$ cat src/rtl/mux_scan_nto1.sv
// Registered N-to-1 mux with manual select and masked channel scan.
// The output beat (sample + channel tag) uses a valid/ready handshake.
module mux_scan_nto1 #(
  parameter int CH      = 8,
  parameter int WIDTH   = 1,
  parameter int SEL_W   = $clog2(CH),
  parameter int DWELL_W = 8
) (
  input  logic                  clk,
  input  logic                  rst,
  input  logic [CH*WIDTH-1:0]   data_in,
  input  logic [SEL_W-1:0]      sel,
  input  logic                  mode,
  input  logic                  en,
  input  logic [CH-1:0]         chan_mask,
  input  logic [DWELL_W-1:0]    dwell,
  output logic [WIDTH-1:0]      data_out,
  output logic [SEL_W-1:0]      ch_out,
  output logic                  out_valid,
  input  logic                  out_ready
);

  // state | meaning
  // IDLE  | no beat held, waiting for a capture condition
  // VALID | beat held on data_out/ch_out until out_ready
  // DWELL | scan gap, counting down before the next scan capture
  typedef enum logic [1:0] {IDLE, VALID, DWELL} state_t;

  state_t               state_q, state_d;
  logic [SEL_W-1:0]     ptr_q, ptr_d;
  logic [DWELL_W-1:0]   cnt_q, cnt_d;
  logic [WIDTH-1:0]     data_q, data_d;
  logic [SEL_W-1:0]     ch_q, ch_d;
  logic                 valid_q, valid_d;

  // Wrapping search modulo CH; incl=0 starts one past start and ends on start itself,
  // so a lone enabled channel finds itself again.
  function automatic logic [SEL_W-1:0] find_ch(input logic [SEL_W-1:0] start,
                                               input logic [CH-1:0]    mask,
                                               input logic             incl);
    logic [SEL_W-1:0] res;
    logic [CH-1:0]    sh;
    logic             found;
    int               idx;
    res   = start;
    found = 1'b0;
    for (int i = 0; i < CH; i++) begin
      idx = int'(start) + i + (incl ? 0 : 1);
      if (idx >= CH) idx = idx - CH;
      sh = mask >> idx;
      if (!found && sh[0]) begin
        res   = SEL_W'(idx);
        found = 1'b1;
      end
    end
    return res;
  endfunction

  function automatic logic [WIDTH-1:0] pick(input logic [CH*WIDTH-1:0] din,
                                            input logic [SEL_W-1:0]    c);
    logic [CH*WIDTH-1:0] sh;
    sh = din >> (int'(c) * WIDTH);
    return sh[WIDTH-1:0];
  endfunction

  logic             sel_ok, manual_ok, scan_ok, cap;
  logic [SEL_W-1:0] cap_ch, first_ch, adv_ch;

  always_comb begin
    state_d   = state_q;
    ptr_d     = ptr_q;
    cnt_d     = cnt_q;
    data_d    = data_q;
    ch_d      = ch_q;
    valid_d   = valid_q;
    cap       = 1'b0;
    cap_ch    = '0;
    sel_ok    = int'(sel) < CH;
    manual_ok = en && !mode && sel_ok;
    scan_ok   = en && mode && (|chan_mask);
    first_ch  = find_ch(ptr_q, chan_mask, 1'b1);
    adv_ch    = find_ch(ptr_q, chan_mask, 1'b0);

    case (state_q)
      IDLE: begin
        if (manual_ok) begin
          cap    = 1'b1;
          cap_ch = sel;
        end else if (scan_ok) begin
          cap    = 1'b1;
          cap_ch = first_ch;
          ptr_d  = first_ch;
        end
      end
      VALID: begin
        if (out_ready) begin
          if (manual_ok) begin
            cap    = 1'b1;
            cap_ch = sel;
          end else if (scan_ok && (dwell == '0)) begin
            cap    = 1'b1;
            cap_ch = adv_ch;
            ptr_d  = adv_ch;
          end else if (scan_ok) begin
            cnt_d   = dwell;
            valid_d = 1'b0;
            state_d = DWELL;
          end else begin
            valid_d = 1'b0;
            state_d = IDLE;
          end
        end
      end
      DWELL: begin
        if (!scan_ok) begin
          state_d = IDLE;
        end else if (cnt_q <= DWELL_W'(1)) begin
          cap    = 1'b1;
          cap_ch = adv_ch;
          ptr_d  = adv_ch;
          cnt_d  = '0;
        end else begin
          cnt_d = cnt_q - DWELL_W'(1);
        end
      end
      default: begin
        state_d = IDLE;
        valid_d = 1'b0;
      end
    endcase

    if (cap) begin
      data_d  = pick(data_in, cap_ch);
      ch_d    = cap_ch;
      valid_d = 1'b1;
      state_d = VALID;
    end
  end

  always_ff @(posedge clk or posedge rst) begin
    if (rst) begin
      state_q <= IDLE;
      ptr_q   <= '0;
      cnt_q   <= '0;
      data_q  <= '0;
      ch_q    <= '0;
      valid_q <= 1'b0;
    end else begin
      state_q <= state_d;
      ptr_q   <= ptr_d;
      cnt_q   <= cnt_d;
      data_q  <= data_d;
      ch_q    <= ch_d;
      valid_q <= valid_d;
    end
  end

  assign data_out  = data_q;
  assign ch_out    = ch_q;
  assign out_valid = valid_q;

endmodule

$ cat config.mk
export PLATFORM = sky130hd
export DESIGN_NAME = mux_scan_nto1
export DESIGN_NICKNAME = d
export VERILOG_FILES = /design/src/rtl/mux_scan_nto1.sv
export SDC_FILE = /design/constraint.sdc
export NUM_CORES = 1
export LEC_CHECK = 0
export CELL_PAD_IN_SITES_DETAIL_PLACEMENT = 0
export CELL_PAD_IN_SITES_GLOBAL_PLACEMENT = 1
export CORE_UTILIZATION = 50
export CTS_CLUSTER_DIAMETER = 150
export DETAILED_ROUTE_END_ITERATION = 7
export DONT_BUFFER_PORTS = 1
export GPL_ROUTABILITY_DRIVEN = 0
export PLACE_DENSITY = 0.79
export SYNTH_ARGS = -nofsm -noshare
export SYNTH_HDL_FRONTEND = slang
export SYNTH_SLANG_ARGS = --single-unit
export TNS_END_PERCENT = 20
$ cat constraint.sdc
create_clock -name clk -period 6.1 [get_ports clk]
set_input_delay 0.61 -clock clk [delete_from_list [all_inputs] [get_ports clk]]
set_output_delay 0.61 -clock clk [all_outputs]
set_load 0.005 [all_outputs]
==> impl_metrics.json <==
{
  "yosys.area_share.simple": 0.235,
  "relSlewSlack": 0.337,
  "antenna_left": 0,
  "clockBufferDepth": 2,
  "track_usage": 0.261,
  "routed_wl_um": 9540,
  "r2r-end": "data_out",
  "syn_area_per_cell_sq_um": 8.17,
  "r2r-start": "ptr_q[1]",
  "fin_skew_ps": 3.19,
  "synth-xor-area-share": 0.0300,
  "max-cap-violations": 0,
  "rsz0062_at_grt": "false",
  "dieArea_sq_um": 7430,
  "diodes": 0,
  "cts_buffers": 3,
  "synth_adder_area_share": 0.0776,
  "insertion_delay_ps": 260,
  "cts_tree": "yes",
  "port_buffers": 0,
  "vias": 3353,
  "use_met3": 0.0276,
  "synthArstFlopShare": 1.00,
  "cts-root-buf": "clkbuf_8",
  "ys_warn_count": 0,
  "synth_area_leaders": "dfrtp_1, mux4_2, ha_1",
  "synth_cells": 434,
  "totalNegativeSetupSlack_ps": 0,
  "coreArea_sq_um": 6830,
  "r2r_cells": 14,
  "cts_setup_buffers": 0,
  "synth-compound-area-share": 0.273,
  "max_freq_mhz": 208,
  "drc": 0,
  "netlist_area_sq_um": 3550,
  "worstSetupStartpointType": "register",
  "grt_pass1_wl_um": 15300,
  "clk_pin_slew_ps": 70,
  "reg2reg_setup_slack_ps": 1290,
  "use_met2": 0.423,
  "drive_gt1_frac": 0.152,
  "cts_resized": 0,
  "hold_class": "in -> async",
  "htree_levels": 1,
  "synth_top_cell_by_area": "dfrtp_1",
  "antenna_found_initial": 0,
  "initial_utilization": 0.519,
  "dr.pass1.iters": 5,
  "grt_max_degree": 38,
  "die_h_um": 86.2,
  "status": "finished, final reports clean",
  "crit_type": "reg -> reg",
  "ys_ff_latch": 18,
  "synthDistinctLibCells": 82,
  "syn_nets": 488,
  "hold_viol_final": 0,
  "clock_sinks": 18,
  "synth_edf_count": 0,
  "required_ps": 6300,
  "drv_slew": 0,
  "use_met1": 0.379,
  "setup_violations": 0,
  "synth_top_area_frac": 0.127,
  "drt_first_iter_violations": 301,
  "area_growth_pct": 0.741,
  "fin_crit_ps": 4810,
  "post-dp-hpwl_um": 7260,
  "period_share": 0.788,
  "worst_pin_slew_ps": 995,
  "nets": 465,
  "fp.dieW_um": 86.2,
  "ys_seq_area_frac": 0.127,
  "synth_top_family_by_area": "compound AO/OA/AOI/OAI gates",
  "busiest_layer": "met2",
  "synth_ff_type": "dfrtp_1",
  "grt_remaining_overflow": 0,
  "detail_route.wl_per_cell_um": 18.9,
  "grt_pass1_vias": 2961,
  "critPathMaxFanout": 19,
  "postCtsHoldBufs": 0,
  "nFillCells": 687,
  "pin_count": 37,
  "fp-row-count": 30,
  "arrival_ps": 5010,
  "viasPerCell": 6.64,
  "synthMuxAreaShare": 0.181,
  "endpoint_kind": "register"
}
-- kinds of logic after synthesis --
logic type | count (synthesis)
simple gates | 153
compound gates | 133
buf+inv | 59
mux | 41
fa+ha+maj | 22
flops | 18
xor+xnor | 8
-- stage by stage --
step	worst slack, ps	cells	hold WS (ps)	cell area (sq um)	util
4_1_cts	1270	505	396	3570	0.523
6_report	1290	505	372	3570	0.523
3_3_place_gp	1470	502	478	3530	0.517
5_1_grt	852	505	421	3570	0.523
3_5_place_dp	1310	502	482	3530	0.517
2_1_floorplan	1780	434	458	3550	-
-- cells in the final DEF (no fill, tap or decap), types with 6 or more instances in the layout --
master / synthesis / final
o211ai_1: 7 / 7
mux2i_1: 18 / 18
or2_2: 7 / 7
inv_1: 25 / 25
nand3_1: 22 / 22
nand2_1: 44 / 44
nor3_1: 6 / 6
nor4_1: 8 / 8
buf_4: 2 / 6
a21oi_1: 21 / 21
dfrtp_1: 18 / 18
a22o_1: 7 / 7
o21ai_0: 32 / 32
ha_1: 22 / 22
and2_1: 6 / 6
a31oi_1: 6 / 6
nor2b_1: 6 / 6
mux4_2: 18 / 18
nor2_1: 19 / 19
-- layer usage --
layer  part of all wire  vias to the layer above  wire length (um)
met5                  0                        -                 0
met4             0.0091                        0                87
met3              0.055                        8               529
met2               0.48                      126              4560
met1               0.46                     1614              4370
li1                   -                     1605                 -
-- synth_stat cells, types with 6 or more instances --
master,instances
ha_1,22
nor2b_1,6
clkbuf_1,20
and2_1,6
o21ai_0,32
nor4_1,8
a21oi_1,21
nor3_1,6
or2_2,7
mux4_2,18
nor2_1,19
o211ai_1,7
inv_1,25
dfrtp_1,18
nand2_1,44
a22o_1,7
nand3_1,22
mux2i_1,18
a31oi_1,6
-- layout make-up --
| class | count | area, sq um | area share |
|---|---|---|---|
| Timing Repair Buffer | 6 | 45.0 | 0.0126 |
| Sequential cell | 18 | 450 | 0.126 |
| Multi-Input combinational cell | 357 | 2820 | 0.790 |
| Clock buffer | 3 | 41.3 | 0.0116 |
| Tap cell | 96 | 120 | 0.0336 |
| Inverter | 25 | 93.8 | 0.0263 |
-- worst max-delay path by stage --
stage,to,start,slack [ps],cells past startpoint
after floorplan,data_out,ptr_q[1],1780,17
after global placement,data_out,ptr_q[1],1470,13
after detailed placement,data_out,ptr_q[1],1310,14
after CTS,data_out,ptr_q[1],1270,14
after global routing,data_out,ptr_q[1],850,14
final,data_out,ptr_q[1],1290,14
-- critical path, cell delays in order, from the launching register on --
cell,delay [ps]
dfrtp_1,330
buf_4,250
inv_1,270
ha_1,900
mux4_2,720
nor2_1,130
mux4_2,310
nand2_1,100
o311ai_1,360
buf_4,200
mux2i_1,360
nand3_1,130
a211o_2,340
a211o_1,250
nand3_1,80
-- registers in the layout, summed over array words and instances (netlist names) --
register,count
cnt_q,8
ch_out,3
ptr_q,3
out_valid,1
state_q,2
data_out,1
Power is not shown: default switching activity piles up to over one toggle a cycle in this logic, so the estimate is an artifact.
